File: src/rtl/reorder_buffer_pkg.sv
// Shared configuration for the reorder buffer: default widths, bus types
// and the reserved "no producer" nick.
package reorder_buffer_pkg;

    localparam int unsigned CFG_DEPTH  = 16;
    localparam int unsigned CFG_NICK_W = 5;
    localparam int unsigned CFG_DATA_W = 32;
    localparam int unsigned CFG_REG_W  = 5;

    typedef logic [CFG_NICK_W-1:0] NickBus;
    typedef logic [CFG_DATA_W-1:0] DataBus;
    typedef logic [CFG_REG_W-1:0]  NameBus;

    // Nick 0 never names an entry: it marks a register with no pending producer.
    localparam NickBus NICK_NONE = '0;

endpackage

File: src/rtl/reorder_buffer.sv
// Circular in-order reorder buffer. Allocates a nick per dispatch, captures
// CDB results, retires the head in program order, and flushes everything on
// a mispredicted branch at the head.
module reorder_buffer
    import reorder_buffer_pkg::*;
#(
    parameter int unsigned DEPTH  = CFG_DEPTH,
    parameter int unsigned NICK_W = CFG_NICK_W,
    parameter int unsigned DATA_W = CFG_DATA_W,
    parameter int unsigned REG_W  = CFG_REG_W
) (
    input  logic              clk,
    input  logic              rst,
    input  logic              rdy,
    input  logic              iDP_en,
    input  logic [REG_W-1:0]  iDP_rd_regnm,
    input  logic              iDP_wr_rd,
    input  logic              iDP_is_br,
    input  logic              iDP_pd,
    input  logic              iDP_is_st,
    output logic [NICK_W-1:0] oDP_nick,
    output logic              oDP_full,
    output logic              oRF_nick_en,
    output logic [REG_W-1:0]  oRF_nick_regnm,
    output logic [NICK_W-1:0] oRF_nick,
    input  logic              iCDB_en,
    input  logic [NICK_W-1:0] iCDB_nick,
    input  logic [DATA_W-1:0] iCDB_dt,
    input  logic              iCDB_tk,
    input  logic [DATA_W-1:0] iCDB_tgt,
    output logic              oRF_en,
    output logic [REG_W-1:0]  oRF_rd_regnm,
    output logic [DATA_W-1:0] oRF_rd_dt,
    output logic [NICK_W-1:0] oRF_rd_nick,
    output logic              oLSB_st_en,
    output logic [NICK_W-1:0] oLSB_st_nick,
    output logic              oclr,
    output logic [DATA_W-1:0] oIF_pc
);

    localparam int unsigned PTR_W = $clog2(DEPTH);
    localparam int unsigned CNT_W = PTR_W + 1;

    // Per-entry payload; busy/ready live in separate reset vectors.
    typedef struct packed {
        logic              wr_rd;
        logic [REG_W-1:0]  rd;
        logic [DATA_W-1:0] dt;
        logic              is_br;
        logic              pd;
        logic              tk;
        logic [DATA_W-1:0] tgt;
        logic              is_st;
    } payload_t;

    logic [DEPTH-1:0] busy;
    logic [DEPTH-1:0] ready;
    payload_t         ent [DEPTH];

    logic [PTR_W-1:0] head;
    logic [PTR_W-1:0] tail;
    logic [CNT_W-1:0] count;

    // Registered commit/flush outputs; pulses are additionally gated by rdy.
    logic              rf_en_q;
    logic [REG_W-1:0]  rf_rd_regnm_q;
    logic [DATA_W-1:0] rf_rd_dt_q;
    logic [NICK_W-1:0] rf_rd_nick_q;
    logic              st_en_q;
    logic [NICK_W-1:0] st_nick_q;
    logic              clr_q;
    logic [DATA_W-1:0] pc_q;

    logic              alloc;
    logic              cdb_hit;
    logic [PTR_W-1:0]  cdb_slot;
    logic              commit;
    logic              mispredict;
    logic              rf_write;
    logic [NICK_W-1:0] head_nick;
    payload_t          head_ent;

    // Dispatch handshake, CDB slot lookup and head commit decision.
    always_comb begin
        oDP_full       = (count == CNT_W'(DEPTH));
        // clr_q doubles as the one-cycle post-flush allocation block.
        alloc          = rdy & iDP_en & ~oDP_full & ~clr_q;
        oDP_nick       = NICK_W'(tail) + NICK_W'(1);
        oRF_nick_en    = alloc & iDP_wr_rd & (iDP_rd_regnm != '0);
        oRF_nick_regnm = iDP_rd_regnm;
        oRF_nick       = oDP_nick;

        cdb_slot = PTR_W'(iCDB_nick - NICK_W'(1));
        cdb_hit  = rdy & iCDB_en
                 & (iCDB_nick != NICK_W'(NICK_NONE))
                 & (iCDB_nick <= NICK_W'(DEPTH))
                 & busy[cdb_slot];

        head_ent   = ent[head];
        head_nick  = NICK_W'(head) + NICK_W'(1);
        commit     = rdy & busy[head] & ready[head];
        mispredict = commit & head_ent.is_br & (head_ent.tk != head_ent.pd);
        rf_write   = head_ent.wr_rd & (head_ent.rd != '0);
    end

    // Pulse outputs are suppressed while frozen; data outputs just hold.
    always_comb begin
        oRF_en       = rf_en_q & rdy;
        oRF_rd_regnm = rf_rd_regnm_q;
        oRF_rd_dt    = rf_rd_dt_q;
        oRF_rd_nick  = rf_rd_nick_q;
        oLSB_st_en   = st_en_q & rdy;
        oLSB_st_nick = st_nick_q;
        oclr         = clr_q & rdy;
        oIF_pc       = pc_q;
    end

    // Control state: occupancy, pointers, count and registered commit outputs.
    always_ff @(posedge clk) begin
        if (rst) begin
            busy          <= '0;
            ready         <= '0;
            head          <= '0;
            tail          <= '0;
            count         <= '0;
            rf_en_q       <= 1'b0;
            rf_rd_regnm_q <= '0;
            rf_rd_dt_q    <= '0;
            rf_rd_nick_q  <= '0;
            st_en_q       <= 1'b0;
            st_nick_q     <= '0;
            clr_q         <= 1'b0;
            pc_q          <= '0;
        end else if (!rdy) begin
            rf_en_q <= 1'b0;
            st_en_q <= 1'b0;
            clr_q   <= 1'b0;
        end else begin
            rf_en_q <= 1'b0;
            st_en_q <= 1'b0;
            clr_q   <= 1'b0;

            if (alloc) begin
                busy[tail]  <= 1'b1;
                ready[tail] <= iDP_is_st;
                tail        <= tail + PTR_W'(1);
            end

            if (cdb_hit) begin
                ready[cdb_slot] <= 1'b1;
            end

            if (commit) begin
                busy[head]    <= 1'b0;
                ready[head]   <= 1'b0;
                head          <= head + PTR_W'(1);
                rf_en_q       <= rf_write;
                rf_rd_regnm_q <= head_ent.rd;
                rf_rd_dt_q    <= head_ent.dt;
                rf_rd_nick_q  <= head_nick;
                st_en_q       <= head_ent.is_st;
                st_nick_q     <= head_nick;
            end

            case ({alloc, commit})
                2'b10:   count <= count + CNT_W'(1);
                2'b01:   count <= count - CNT_W'(1);
                default: count <= count;
            endcase

            // Flush overrides this cycle's allocation and pointer updates.
            if (mispredict) begin
                busy  <= '0;
                ready <= '0;
                head  <= '0;
                tail  <= '0;
                count <= '0;
                clr_q <= 1'b1;
                pc_q  <= head_ent.tgt;
            end
        end
    end

    // Entry payload: allocation fields and CDB result fields never overlap.
    always_ff @(posedge clk) begin
        if (!rst && rdy) begin
            if (alloc) begin
                ent[tail].wr_rd <= iDP_wr_rd;
                ent[tail].rd    <= iDP_rd_regnm;
                ent[tail].is_br <= iDP_is_br;
                ent[tail].pd    <= iDP_pd;
                ent[tail].is_st <= iDP_is_st;
            end
            if (cdb_hit) begin
                ent[cdb_slot].dt  <= iCDB_dt;
                ent[cdb_slot].tk  <= iCDB_tk;
                ent[cdb_slot].tgt <= iCDB_tgt;
            end
        end
    end

endmodule

File: config.mk
export PLATFORM = sky130hd
export DESIGN_NAME = reorder_buffer
export DESIGN_NICKNAME = d
export VERILOG_FILES = /design/src/rtl/reorder_buffer_pkg.sv /design/src/rtl/reorder_buffer.sv
export SDC_FILE = /design/constraint.sdc
export NUM_CORES = 1
export LEC_CHECK = 0
export CORE_MARGIN = 2
export CORE_UTILIZATION = 45
export DETAILED_ROUTE_END_ITERATION = 7
export DONT_BUFFER_PORTS = 1
export GPL_TIMING_DRIVEN = 0
export PLACE_DENSITY = 0.62
export SETUP_SLACK_MARGIN = 0.1
export SLEW_MARGIN = 25
export SYNTH_ARGS = -nofsm -noshare
export SYNTH_HDL_FRONTEND = slang
export SYNTH_SLANG_ARGS = --single-unit
File: constraint.sdc
create_clock -name clk -period 16.79 [get_ports clk]
set_clock_uncertainty 0.15 [all_clocks]
set_input_delay 3.358 -clock clk [delete_from_list [all_inputs] [get_ports clk]]
set_output_delay 3.358 -clock clk [all_outputs]
set_load 0.05 [all_outputs]
# --- Yosys cells after proc, flatten, opt, wreduce, memory -nomap -nowiden ---
# Memories as Yosys holds them, arrays and structs flattened. A register that Yosys moved wholly into a read port is not among the register bits.
# Cells that the tools add are included.
word_totals:
  memories: 1
  out_inout_bits: 99
  in_bits: 84
  wordCells: 116
  ramBits: 1184
  reg_bits: 122
memory_table:
  columns: ["memory", "depth", "width", "read_ports", "rd_ports_with_merged_regs", "write_ports", "line", "rtl"]
  rows:
  - ["ent", 16, 74, 1, 1, 2, "reorder_buffer.sv:58", "payload_t ent [DEPTH];"]
op_classes:
  n_bitwise: 26
  eq_ne: 4
  n_reduce_logical: 18
  order_cmp: 7
  add_sub_neg: 7
  mux: 41
op_table:
  columns: ["operator", "count"]
  rows:
  - ["$mux W16", 13]
  - ["$and A16 B16 Y16", 2]
  - ["$or A16 B16 Y16", 2]
  - ["$mux W4", 6]
  - ["$and A1 B1 Y1", 17]
  - ["$bwmux W16", 1]
  - ["$not A16 Y16", 1]
  - ["$lt A4 B5 Y1 const B", 3]
  - ["$reduce_bool A5 Y1", 3]
  - ["$mux W1", 13]
  - ["$bmux W1 S4", 3]
  - ["$demux W1 S4", 3]
  - ["$ge A4 B1 Y1 const B", 3]
  - ["$add A4 B1 Y5 const B", 2]
  - ["$pmux W5 S2", 1]
  - ["$reduce_and A2 Y1", 5]
  - ["$add A4 B1 Y4 const B", 2]
  - ["$add A5 B1 Y5 const B", 1]
  - ["$eq A5 B5 Y1 const B", 1]
  - ["$le A5 B5 Y1 const B", 1]
  - ["$mux W5", 1]
  - ["$sub A5 B1 Y5 const B", 1]
  - ["$logic_and A1 B1 Y1", 4]
  - ["$not A1 Y1", 4]
  - ["9 further kinds", 10]

# --- Depth between registers and ports, before layout ---
# Gate-level depths: netlist (run 1).
logic_depth:
  depth_word: 15
  ltp_mapped: 15
  depth_no_buf: 12

# --- Worst setup path after synthesis (run 1) ---
# Ideal clock, no wire load.
synth_timing:
  path_type: "input to output"
  start: "input port rdy"
  end: "output port oRF_nick_en"
  required_time_ns: 13.282
  arrival_ns: 5.189
  path_slack_ns: 8.093
  path_stages: 6
  cell_sequence: "clkbuf_1 -> nand2_1 -> a211oi_1 -> clkbuf_1 -> clkbuf_1 -> o311a_1"
synth_between:
  elab_chain_cells: 5
synth_lines:
  columns: ["element", "line", "rtl"]
  rows:
  - ["start, declared", "reorder_buffer.sv:14", "input logic rdy,"]
  - ["$and A1 B1 Y1 (3 in a row)", "reorder_buffer.sv:87", "alloc = rdy & iDP_en & ~oDP_full & ~clr_q;"]
  - ["$and A1 B1 Y1 (2 in a row)", "reorder_buffer.sv:89", "oRF_nick_en = alloc & iDP_wr_rd & (iDP_rd_regnm != '0);"]
  - ["end, declared", "reorder_buffer.sv:23", "output logic oRF_nick_en,"]
# No other way between the ends.

# --- Final worst setup path (run 1) ---
# Same ends and word-level chain as after synthesis.

==> results.txt, run 1 <==
Outcome - finished, final reports clean
Port Buffers - 0
Reg clk slew, reported paths - 0.06 ns
Critical setup path kind - in -> out
Leakage - 18.0 nW
Clock sinks - 1310
Initial antenna violation count - 2
Mapped cell area - 50400 sq um
Tot GR Track Use - 22.2%
Finished Layout Cells - 4165
# hold bufs at CTS - 0
Hold path cells - 2
Highest-count cells in the layout ignoring fill and taps - edfxtp_1, mux4_2, clkbuf_16, dfxtp_1, nand2_1
Clk_lat worst skew - 0.73 ns
Number of global-route vias before repair - 25700
Seq cells post-synth - 1310
Hold Path Origin - busy[1]
Power per cell area - 114 nW/um^2
Area Growth Syn to Fin - 16.7%
Post-DRT Antenna Nets - 0
Placed cells - 3916
Final Net Count - 2665
WHS Endpoint - busy[1]
GP Congestion - 0.854
Register area share after synthesis - 75.6%
H-tree depth - 4
Primary FF master, synth - edfxtp_1
Worst flop-to-flop path startpoint - count[2]
Slew HR - 26.3%
Distinct cell type count of the synthesized netlist - 60
Drt via density - 5.97
N_diodes - 0
Post-synthesis average cell area - 21.4 sq um
Max cap viols - 0
Fmax - 102 MHz
Required time worst endpoint - 13.28 ns
Die area - 115000 sq um
Hold_ws - 0.319 ns
Final setup fails - 0
DRC errors left - 0
Most common cell after layout, fill and taps aside - edfxtp_1
Final Hold Vio Count - 0
Initial cell density of the core - 45.4%
Clock Tree Buf Depth - 3
Die width - 339 um
Flop-to-flop setup slack - 12.37 ns
Final Max Slew Viols - 0
Post-Route Setup TNS - 0 ns
Final min period - 9.77 ns
Post-CTS Setup Inserts - 0
Inserted Clock Buffers - 136
Chip Height - 339 um
Routed WL - 127 mm
FP Rows - 122
Initial DRC Count - 2903
Largest net degree at the start of global routing - 24
Syn Nets - 2451
RSZ-0062 raised after global routing - false
Mean routed wirelength per cell - 30.4 um
R2R depth - 12
CP arrival - 6.26 ns
Resize count post-CTS - 0
Async SR Flop Fraction - 0%
Total number of vias - 24900
Mapped Cells - 2352
CTS tree - done
Worst setup EP type - output pin
Worst-Margin Slew - 1.11 ns
Total number of yosys warnings - 0
Final worst-path cycle share - 58.2%
Reg-to-reg critical path endpoint - count[4]
Ports - 183
Max IR drop VDD - 79.7 uV
CP startpoint kind - primary input
Post-synth EDFFs - 1184
Worst Path Max Fanout - 10
CORE AREA - 111000 sq um
CTS root buffer - clkbuf_16
DR pass1 iterations - 6
DPL Wire Length - 84.3 mm
First-pass GRT wire length - 183 mm
Ratio of cells with drive above 1 in the final layout - 29.5%
Hold Path Class - reg -> reg
Global route overflow - 0
[worst max path at each step]
stage,slack (ns),endpoint,startpoint
floorplan,8.09,oRF_nick_en,rdy
global placement,3.92,ent[13][4],iCDB_nick[0]
detailed placement,6.96,oRF_nick_en,rdy
CTS,6.94,oRF_nick_en,rdy
global route,6.70,oRF_nick_en,rdy
finish,7.02,oRF_nick_en,rdy
[per-stage QoR]
step                worst slack, ns  instance area (sq um)  util [%]  power [mW]
floorplan                      8.09                  50400         -        3.67
global placement               3.92                  52200      47.1        3.69
detailed placement             6.96                  54200      48.9        3.69
CTS                            6.94                  58800      53.0        6.72
global route                   6.70                  58800      53.0        6.85
finish                         7.02                  58800      53.0        6.67
[per-layer routing]
metal	wire length, um	GRT usage [%]	part of all wire, %
met5	0	0	0
met4	3050	6.37	2.4
met3	10100	5.47	8.0
met2	63800	37.4	50
met1	49600	28.7	39
[critical path, cell delays in order]
cell and delay (ns):
clkbuf_1 0.34, nand2_1 0.13, a211oi_1 0.79, clkbuf_1 0.45, clkbuf_1 0.57, o311a_1 0.61
[flip-flops by register name (all words and copies together), names as in the netlist, named ones only]
register / cells
head: 4
st_en_q: 1
clr_q: 1
oLSB_st_nick: 5
oRF_rd_regnm: 5
tail: 4
oRF_rd_dt: 32
ready: 16
oIF_pc: 32
rf_en_q: 1
count: 5
ent: 1184
busy: 16
[synthesized netlist by cell type, drive strengths merged (7+ instances only)]
cell type | n | area (sq um)
edfxtp | 1184 | 35600
mux4 | 375 | 8450
dfxtp | 126 | 2520
nor2 | 105 | 399
nand2 | 100 | 385
buf | 77 | 465
clkbuf | 70 | 264
a21oi | 62 | 310
mux2i | 57 | 571
nand3 | 26 | 130
o21ai | 17 | 85.1
ha | 15 | 188
inv | 14 | 52.6
xnor2 | 13 | 114
nor3 | 11 | 55.1
a311oi | 9 | 78.8
a211oi | 7 | 52.6
nor2b | 7 | 43.8
[power breakdown]
part	switching [mW]	total (mW)	internal, mW
sequential	0.00441	3.56	3.55
clock	1.24	3.05	1.81
combinational	0.0441	0.0647	0.0206
total	1.29	6.67	5.39
[layout make-up]
class | instances | area [sq um]
sequential | 1310 | 38100
multi-input combinational | 880 | 11700
inverter | 15 | 56.3
buffer | 147 | 744
clock buffer | 184 | 3920
timing repair buffer | 76 | 1780
tap | 1488 | 1860
fill | 8490 | 52000
clock inverter | 65 | 658
[logic make-up after synthesis]
group | Yosys count | share of synthesized area, %
compound gates | 126 | 1.61
xor+xnor | 18 | 0.328
fa+ha+maj | 15 | 0.373
buf+inv | 162 | 1.56
flops | 1310 | 75.6
mux | 437 | 18.0
simple gates | 284 | 2.51
No activity file was read; power rests on OpenSTA's default activity.
==> inputs of run 2 (changes only) <==
- clock period: 16.79 -> 10.05 ns (I/O delays scaled with it)
==> results of run 2 <==
The final DEF is identical to that of run 1. Status: finished, final reports clean.
Among the figures that moved: setup slack after placement 6.96 ns -> 2.91 ns; setup slack after layout 7.02 ns -> 2.98 ns; register-to-register setup slack 12.37 ns -> 5.63 ns; total power 6.67 mW -> 11.2 mW; worst IR drop on VDD 79.7 uV -> 133 uV
